**config.mk**
```make
export PLATFORM = sky130hd
export DESIGN_NAME = deconv_result_arbiter
export DESIGN_NICKNAME = d
export VERILOG_FILES = /design/src/rtl/deconv_pkg.sv /design/src/rtl/deconv_result_arbiter_rr_grant_sel.sv /design/src/rtl/deconv_result_arbiter.sv
export SDC_FILE = /design/constraint.sdc
export NUM_CORES = 1
export LEC_CHECK = 0
export CORE_AREA = 3 3 264 266
export DETAILED_ROUTE_END_ITERATION = 7
export DIE_AREA = 0 0 267 269
export PLACE_DENSITY = 0.75
export SETUP_SLACK_MARGIN = 0.1
export SLEW_MARGIN = 25
export SYNTH_ARGS = -nofsm -noshare
export SYNTH_HDL_FRONTEND = slang
export SYNTH_HIERARCHICAL = 1
export SYNTH_SLANG_ARGS = --single-unit
```
**constraint.sdc**
```tcl
create_clock -name i_clk -period 4.65 [get_ports i_clk]
set_input_delay 1.1625 -clock i_clk [delete_from_list [all_inputs] [get_ports i_clk]]
set_output_delay 1.1625 -clock i_clk [all_outputs]
set_load 0.02 [all_outputs]
```
**src/rtl/deconv_pkg.sv**
```systemverilog
// Shared constants and helpers for the deconv result arbiter slice.
package deconv_pkg;

  localparam int N_LANES   = 4;
  localparam int PIX_WIDTH = 16;
  localparam int N_PIX_OUT = 4;
  localparam int COL_WIDTH = 2 * PIX_WIDTH * N_PIX_OUT;
  localparam int CNT_WIDTH = 16;
  localparam int LANE_W    = $clog2(N_LANES);

  // Lane index reached by stepping 'off' places forward from 'base', wrapping at N_LANES.
  function automatic logic [LANE_W-1:0] rr_index(input logic [LANE_W-1:0] base,
                                                 input int unsigned       off);
    int unsigned sum;
    sum = (32'(base) + off) % N_LANES;
    return sum[LANE_W-1:0];
  endfunction

endpackage

```
**src/rtl/deconv_result_arbiter_rr_grant_sel.sv**
```systemverilog
// Combinational round-robin selector: first requester at or after ptr wins.
module rr_grant_sel
  import deconv_pkg::*;
(
  input  logic [N_LANES-1:0] req,
  input  logic [LANE_W-1:0]  ptr,
  output logic [N_LANES-1:0] gnt_oh,
  output logic [LANE_W-1:0]  gnt_idx,
  output logic               any_grant
);

  logic [LANE_W-1:0] idx;

  always_comb begin
    idx       = '0;
    gnt_idx   = '0;
    any_grant = 1'b0;
    gnt_oh    = '0;
    // Walk from the farthest offset back to ptr so the nearest requester is written last.
    for (int i = N_LANES - 1; i >= 0; i--) begin
      idx = rr_index(ptr, unsigned'(i));
      if (req[idx]) begin
        gnt_idx   = idx;
        any_grant = 1'b1;
      end
    end
    gnt_oh[gnt_idx] = any_grant;
  end

endmodule

```
**src/rtl/deconv_result_arbiter.sv**
```systemverilog
// Merges four deconv lane result strobes into one tagged valid/ready stream.
// Optional statistics counters are enabled with macro DECONV_ARB_STATS_EN.
module deconv_result_arbiter
  import deconv_pkg::*;
(
  input  logic                         i_clk,
  input  logic                         i_rst_n,
  input  logic                         i_clear,
  input  logic [CNT_WIDTH-1:0]         i_cols_per_chnl,
  input  logic [N_LANES-1:0]           i_lane_valid,
  input  logic [N_LANES*COL_WIDTH-1:0] i_lane_data,
  output logic [N_LANES-1:0]           o_lane_busy,
  output logic                         o_valid,
  input  logic                         i_ready,
  output logic [COL_WIDTH-1:0]         o_data,
  output logic [LANE_W-1:0]            o_lane_id,
  output logic                         o_last,
  output logic [N_LANES-1:0]           o_overflow
`ifdef DECONV_ARB_STATS_EN
  ,
  output logic [31:0]                  o_stall_cycles,
  output logic [31:0]                  o_beat_count
`endif
);

  // Handshake: a beat transfers on an edge where o_valid && i_ready; while o_valid is
  // high and i_ready low, o_data/o_lane_id/o_last hold and no new grant is made.

  logic [COL_WIDTH-1:0] hold_data [N_LANES];
  logic [N_LANES-1:0]   hold_full;
  logic [CNT_WIDTH-1:0] col_cnt [N_LANES];
  logic [LANE_W-1:0]    rr_ptr;

  logic                 out_load;
  logic [N_LANES-1:0]   gnt_oh;
  logic [LANE_W-1:0]    gnt_idx;
  logic                 any_grant;
  logic [N_LANES-1:0]   grant_vec;
  logic [CNT_WIDTH-1:0] last_col;
  logic                 gnt_last;

  assign o_lane_busy = hold_full;
  assign out_load    = !o_valid || i_ready;
  assign grant_vec   = gnt_oh & {N_LANES{out_load && any_grant}};
  // A zero column count behaves like one column per channel.
  assign last_col    = (i_cols_per_chnl == '0) ? '0 : i_cols_per_chnl - CNT_WIDTH'(1);
  assign gnt_last    = (col_cnt[gnt_idx] == last_col);

  rr_grant_sel u_sel (
    .req       (hold_full),
    .ptr       (rr_ptr),
    .gnt_oh    (gnt_oh),
    .gnt_idx   (gnt_idx),
    .any_grant (any_grant)
  );

  always_ff @(posedge i_clk or negedge i_rst_n) begin
    if (!i_rst_n) begin
      hold_full  <= '0;
      o_overflow <= '0;
      for (int k = 0; k < N_LANES; k++) hold_data[k] <= '0;
    end else if (i_clear) begin
      hold_full  <= '0;
      o_overflow <= '0;
      for (int k = 0; k < N_LANES; k++) hold_data[k] <= '0;
    end else begin
      for (int k = 0; k < N_LANES; k++) begin
        // A hold being granted this edge is free to accept the new strobe.
        if (i_lane_valid[k] && (!hold_full[k] || grant_vec[k])) begin
          hold_data[k] <= i_lane_data[k*COL_WIDTH +: COL_WIDTH];
          hold_full[k] <= 1'b1;
        end else if (grant_vec[k]) begin
          hold_full[k] <= 1'b0;
        end
        if (i_lane_valid[k] && hold_full[k] && !grant_vec[k]) o_overflow[k] <= 1'b1;
      end
    end
  end

  always_ff @(posedge i_clk or negedge i_rst_n) begin
    if (!i_rst_n) begin
      o_valid   <= 1'b0;
      o_data    <= '0;
      o_lane_id <= '0;
      o_last    <= 1'b0;
      rr_ptr    <= '0;
      for (int k = 0; k < N_LANES; k++) col_cnt[k] <= '0;
    end else if (i_clear) begin
      o_valid   <= 1'b0;
      o_data    <= '0;
      o_lane_id <= '0;
      o_last    <= 1'b0;
      rr_ptr    <= '0;
      for (int k = 0; k < N_LANES; k++) col_cnt[k] <= '0;
    end else if (out_load) begin
      if (any_grant) begin
        o_valid          <= 1'b1;
        o_data           <= hold_data[gnt_idx];
        o_lane_id        <= gnt_idx;
        o_last           <= gnt_last;
        rr_ptr           <= rr_index(gnt_idx, 1);
        col_cnt[gnt_idx] <= gnt_last ? '0 : col_cnt[gnt_idx] + CNT_WIDTH'(1);
      end else begin
        o_valid <= 1'b0;
      end
    end
  end

`ifdef DECONV_ARB_STATS_EN
  always_ff @(posedge i_clk or negedge i_rst_n) begin
    if (!i_rst_n) begin
      o_stall_cycles <= '0;
      o_beat_count   <= '0;
    end else if (i_clear) begin
      o_stall_cycles <= '0;
      o_beat_count   <= '0;
    end else begin
      if (o_valid && !i_ready && (o_stall_cycles != '1)) o_stall_cycles <= o_stall_cycles + 32'd1;
      if (o_valid && i_ready && (o_beat_count != '1)) o_beat_count <= o_beat_count + 32'd1;
    end
  end
`endif

endmodule

```
== Yosys cells after proc, flatten, opt, wreduce, memory -nomap -nowiden ==
Index checks and enable logic that the tools add are counted.

* Output and inout port bits: 140
* Word-level logic and storage cells: 150
* Flip-flop bits (word level): 718
* Input port bits: 536

* Bitwise logic cells: 3
* Equality and inequality tests: 1
* Reductions and logical operators: 45
* Magnitude comparators: 8
* Muxes and demuxes: 66
* Add/subtract/negate cells: 6

{| class="wikitable"
|+ Operators by type and width
! operator !! count
|-
| 128-bit two-way mux || 9
|-
| 512-bit two-way mux || 1
|-
| 128-bit binary-select mux with 2-bit select || 1
|-
| 64-bit two-way mux || 3
|-
| 16-bit two-way mux || 5
|-
| 64-bit bitwise mux || 1
|-
| 16-bit binary-select mux with 2-bit select || 1
|-
| 16-bit demux with 2-bit select || 1
|-
| 1-bit two-way mux || 27
|-
| 2-bit two-way mux || 10
|-
| 2-bit nonzero test || 10
|-
| 16-bit by 1-bit adder with 16-bit output, second input constant || 1
|-
| 16-bit equality test || 1
|-
| 16-bit logical NOT || 1
|-
| 16-bit by 1-bit subtractor with 16-bit output, second input constant || 1
|-
| 1-bit logical AND || 15
|-
| 2-bit by 3-bit less-than comparator with 1-bit output, second input constant || 5
|-
| 3-bit nonzero test || 4
|-
| 1-bit logical NOT || 9
|-
| 4-bit AND || 2
|-
| 1-bit binary-select mux with 2-bit select || 4
|-
| 4-bit two-way mux || 2
|-
| 1-bit logical OR || 5
|-
| 2-bit by 1-bit adder with 2-bit output, second input constant || 2
|-
| other kinds (7) || 8
|}

== Longest topological paths before layout ==
* Word-level depth: 17
* Gate-level depth with buffers: 15

== Hierarchy ==
The synthesis kept the hierarchy.

{| class="wikitable"
|+ Modules (own cells, without submodules)
! module !! instances !! sequential area each (µm²) !! area an instance (µm²) !! cells each
|-
| deconv_result_arbiter || 1 || 17967.2 || 30294.1 || 2288
|-
| rr_grant_sel || 1 || 0.0 || 176.4 || 28
|}

== Worst setup path before layout ==
Ideal clock, no wire load.

* Path kind: input to register
* Start: input port i_cols_per_chnl[7]
* End: register col_cnt[53] (netlist bit)
* Data required time: 4.528 ns
* Cell stages on the path: 11
* Data arrival time: 3.884 ns
* Setup time: 0.122 ns
* Setup slack: 0.645 ns
* Path buffers: 3
* Path through: or4_1 > buf_2 > nor4_1 > xor2_1 > or4_1 > o21ai_0 > a21oi_1 > or4b_1 > buf_6 > buf_6 > a32o_1

* Cells in the longest elaborated chain, start to end: 8
* Elaborated cells between the ends (all ways): 9
* Those cells by class: 1 x add/sub; 1 x eq/ne; 6 x mux; 1 x reduce/logical

{| class="wikitable"
|+ Ends and longest elaborated chain
! item !! RTL line !! RTL
|-
| start: declaration || deconv_result_arbiter.sv:9 || <nowiki>input logic [CNT_WIDTH-1:0] i_cols_per_chnl,</nowiki>
|-
| 16-bit by 1-bit subtractor with 16-bit output / 16-bit logical NOT (equally long branches) || deconv_result_arbiter.sv:46 || <nowiki>assign last_col = (i_cols_per_chnl == '0) ? '0 : i_cols_per_chnl - CNT_WIDTH'(1);</nowiki>
|-
| 16-bit two-way mux * || deconv_result_arbiter.sv:46 ||
|-
| 16-bit equality test * || deconv_result_arbiter.sv:47 || <nowiki>assign gnt_last = (col_cnt[gnt_idx] == last_col);</nowiki>
|-
| 16-bit two-way mux * || deconv_result_arbiter.sv:102 || <nowiki>col_cnt[gnt_idx] <= gnt_last ? '0 : col_cnt[gnt_idx] + CNT_WIDTH'(1);</nowiki>
|-
| 64-bit bitwise mux * || deconv_result_arbiter.sv:102 ||
|-
| 64-bit two-way mux * || deconv_result_arbiter.sv:96 || <nowiki>if (any_grant) begin</nowiki>
|-
| 64-bit two-way mux * || deconv_result_arbiter.sv:95 || <nowiki>end else if (out_load) begin</nowiki>
|-
| 64-bit two-way mux * || deconv_result_arbiter.sv:88 || <nowiki>end else if (i_clear) begin</nowiki>
|-
| end signal: indexed assignment || deconv_result_arbiter.sv:102 ||
|-
| end: declaration || deconv_result_arbiter.sv:31 || <nowiki>logic [CNT_WIDTH-1:0] col_cnt [N_LANES];</nowiki>
|}

Every way passes the cells marked *; elsewhere a longest branch is shown, timed or not. The select of a mux whose other input is x is not followed.
A chain may end at the register's enable or synchronous reset.

== Final worst setup path ==
* Start: register hold_full[2] (netlist: o_lane_busy[2])
* End: register col_cnt[57] (netlist bit)

* Cells in the longest elaborated chain, start to end: 16
* Elaborated cells between the ends (all ways): 34
* Those cells by class: 1 x add/sub; 2 x order compare; 1 x eq/ne; 26 x mux; 1 x bitwise; 3 x reduce/logical

{| class="wikitable"
|+ Ends and longest elaborated chain
! item !! RTL line !! RTL
|-
| start: declaration || deconv_result_arbiter.sv:30 || <nowiki>logic [N_LANES-1:0] hold_full;</nowiki>
|-
| start signal: assignment || deconv_result_arbiter.sv:59 || <nowiki>hold_full <= '0;</nowiki>
|-
| start signal: assignment || deconv_result_arbiter.sv:63 || <nowiki>hold_full <= '0;</nowiki>
|-
| start signal: indexed assignment || deconv_result_arbiter.sv:71 || <nowiki>hold_full[k] <= 1'b1;</nowiki>
|-
| 1-bit binary-select mux with 2-bit select || deconv_result_arbiter_rr_grant_sel.sv:22 || <nowiki>if (req[idx]) begin</nowiki>
|-
| 1-bit two-way mux (implied by the code) || deconv_result_arbiter_rr_grant_sel.sv:22 ||
|-
| 2-bit two-way mux (3 in a row) || deconv_result_arbiter_rr_grant_sel.sv:22 ||
|-
| 2-bit two-way mux * || deconv_result_arbiter_rr_grant_sel.sv:22 ||
|-
| via gnt_idx[0] || deconv_result_arbiter.sv:36 || <nowiki>logic [LANE_W-1:0] gnt_idx;</nowiki>
|-
| 2-bit NOT with 3-bit output * || deconv_result_arbiter.sv:47, deconv_result_arbiter.sv:102 ||
|-
| 16-bit binary-select mux with 2-bit select || deconv_result_arbiter.sv:47, deconv_result_arbiter.sv:102 ||
|-
| 16-bit two-way mux (implied by the code) (2 in a row) || deconv_result_arbiter.sv:47, deconv_result_arbiter.sv:102 ||
|-
| 16-bit by 1-bit adder with 16-bit output / 16-bit equality test (equally long branches) || deconv_result_arbiter.sv:102, deconv_result_arbiter.sv:47 ||
|-
| 16-bit two-way mux || deconv_result_arbiter.sv:102 ||
|-
| 64-bit bitwise mux * || deconv_result_arbiter.sv:102 ||
|-
| 64-bit two-way mux * || deconv_result_arbiter.sv:96 ||
|-
| 64-bit two-way mux * || deconv_result_arbiter.sv:95 ||
|-
| 64-bit two-way mux * || deconv_result_arbiter.sv:88 ||
|}

The timed path passes the listed nets; every way through them passes the cells marked *. The select of a mux whose other input is x is not followed.

==> results by group <==
Logic synthesis
  – Ys async rst share: 100.0%
  – Syn nets: roughly 2900
  – Synth cell types: 57
  – Flop and latch count out of synthesis: 718
  – Post-Syn Instances: 2316
  – Synth Cell Area: 0.03047 sq mm
  – Post-synth EDFFs: 0
  – Seq/Total Area, Yosys: about three fifths
  – Synth warn: 6
  – Mean post-synth cell area: 13.16 sq um
  – Synth Flop Type: dfrtp_1

CTS
  – Clock Latency Late Sink: 0.62 ns
  – Clock-pin transition on the worst setup and hold timing paths: 0.06 ns
  – H-tree levels: 3
  – Clk root buf: clkbuf_16
  – Post-cts gate resize count: 0
  – Hold Buf Count CTS: 0
  – TritonCTS Sinks: 718
  – Setup Fix Bufs, Post-CTS: 0
  – TritonCTS clock tree: built
  – CTS Buf Count: 76
  – Clk buf depth: 3

Timing
  – RSZ-0062 raised after global routing: false
  – Post-layout min period: 4.237 ns
  – Final period util: 91.11%
  – Skew final: approximately 0.026 ns
  – Final max-slew violation count: 0
  – Setup violators final: 0
  – Min Hold Slack: 0.4907 ns
  – Fin. Hold Viols: 0
  – TNS Setup: 0 ns
  – Slew HR: 25.45%
  – Fmax: 0.2360 GHz
  – Worst slew pin tran: 1.118 ns

Routing
  – Vias: 24379
  – Drt wl/cell: ~27 um
  – DRC: 0
  – Drt pass-1 iters: 6
  – Final ANT Viol Nets: 0
  – 1st-iter DRT viols: 2526
  – Via/cell ratio: 6.218
  – Wirelength, routed: 107600 um

Layout
  – Net count, final: 3487
  – Most frequent cells in the layout: dfrtp_1, clkdlybuf4s50_1, a22o_1
  – Layout cells sized above 1: 12.75%
  – Fin util: 61.22%
  – Most common cell after layout, fill and taps aside: dfrtp_1
  – Area Overhead vs Synth: 35.16%

Critical path
  – CP required: 5.13 ns
  – Crit end category: flip-flop
  – Reg2Reg Setup Slack: 0.41 ns
  – Crit path launch type: flip-flop
  – CP arrival: 4.71 ns
  – Critical-path maximum fanout: 60
  – Crit path kind: reg -> reg

Global route
  – Total grt overflow: 0
  – Largest net degree at the start of global routing: 121
  – Initial antenna violation count: 46
  – Vias in the first global route: 25451
  – GRT Util Overall: 29.48%
  – First-pass GRT wire length: 160700 um

Floorplan
  – Die ar.: approximately 0.072 sq mm
  – Die width: between 200 and 300 um
  – Floorplan Core Area: 0.06728 sq mm
  – I/O pin cnt: roughly 680
  – Die H: 269 um
  – Row Count: 95
  – Initial Util: 45.29%

Power and ir drop
  – Max IR drop VDD: 0.0003081 V
  – Cell leakage power: around 18 nW
  – PwrDens: 390.2 mW/mm^2

Place
  – Hpwl dp: a little over 70000 um
  – GP Congestion: between 0.9 and 1
  – PortBufs: 675

Run status
  – Status: completed

Flow run
  – Max cap viols: 0

Hold path
  – Worst min path class: reg -> reg
[critical path, cell delays in order, from the launching register on]
cell,delay [ns]
dfrtp_1,0.47
nor2b_2,0.22
nor3_1,0.28
o22a_4,0.35
buf_4,0.29
mux4_2,0.67
or3_1,0.41
o211ai_1,0.14
nand4_1,0.12
or4b_1,0.61
buf_12,0.23
a32o_1,0.29
[path summary, 6_finish.rpt]
| check | cells after the start | start | endpoint |
|---|---|---|---|
| max reg2reg | 11 | o_lane_busy[2]$_DFFE_PN0P_ | col_cnt[57]$_DFFE_PN0P_ |
| min | 1 | col_cnt[55]$_DFFE_PN0P_ | col_cnt[55]$_DFFE_PN0P_ |
| min in group asynchronous | 1 | i_rst_n | hold_data[220]$_DFFE_PN0P_ |
| max | 11 | o_lane_busy[2]$_DFFE_PN0P_ | col_cnt[57]$_DFFE_PN0P_ |
| min reg2reg | 1 | col_cnt[55]$_DFFE_PN0P_ | col_cnt[55]$_DFFE_PN0P_ |
| max in group asynchronous | 2 | i_rst_n | hold_data[387]$_DFFE_PN0P_ |
[power breakdown]
group	total, mW	internal (mW)	leakage, nW	switching (mW)
clock	6.32	3.75	1.28	2.58
sequential	6.90	6.64	9.72	0.257
combinational	2.85	1.37	6.92	1.48
[final cells by class]
type,instances,area (sq um)
Antenna cell,45,112.6
Clock buffer,103,2183
Clock inverter,33,409.1
Fill cell,5051,26090
Inverter,10,37.54
Multi-Input combinational cell,1374,11680
Sequential cell,718,17970
Tap cell,873,1092
Timing Repair Buffer,765,7701
[stage by stage]
| stage | power, mW | setup WS, ns | area (sq um) | instances |
|---|---|---|---|---|
| floorplan | 8.397 | 0.6449 | 30470 | 2316 |
| global placement | 9.773 | -0.0004707 | 38480 | 3740 |
| detailed placement | 9.838 | -0.0006390 | 38480 | 3740 |
| CTS | 16.16 | 0.4685 | 41070 | 3876 |
| global route | 16.62 | 0.2145 | 41180 | 3919 |
| finish | 16.07 | 0.4133 | 41180 | 3921 |
[kinds of logic after synthesis]
kind of cell,share of synthesized area [%]
multiplexers,10.68
XOR/XNOR,0.9568
adder cells (fa/ha/maj),0.2464
flip-flops,58.97
buffers and inverters,2.977
AND/OR/NAND/NOR,6.262
AO/OA/AOI/OAI,19.92
[routing by layer]
layer	global-route usage [%]	part of all wire [%]
met3	6.552	8.3
met1	37.36	37
met4	17.35	5.7
met5	0	0.025
met2	47.04	49
[cell usage after synthesis, types with 11 or more instances]
cell type	count	area, sq um
nor2_1	62	232.7
dfrtp_1	718	17970
clkbuf_1	183	686.9
xnor2_1	19	166.4
and3_1	11	68.82
a21oi_1	151	755.7
a32o_1	36	360.4
mux4_2	144	3243
nand2_1	288	1081
a22o_1	540	4730
buf_1	18	67.56
nand3_1	14	70.07
[registers in the layout (all words and copies together) (netlist names)]
signal and flops:
o_last 1, o_lane_id 2, o_data 128, o_valid 1
o_lane_busy 4, col_cnt 64, hold_data 512, rr_ptr 2
o_overflow 4
(Power assumes the default switching activity.)
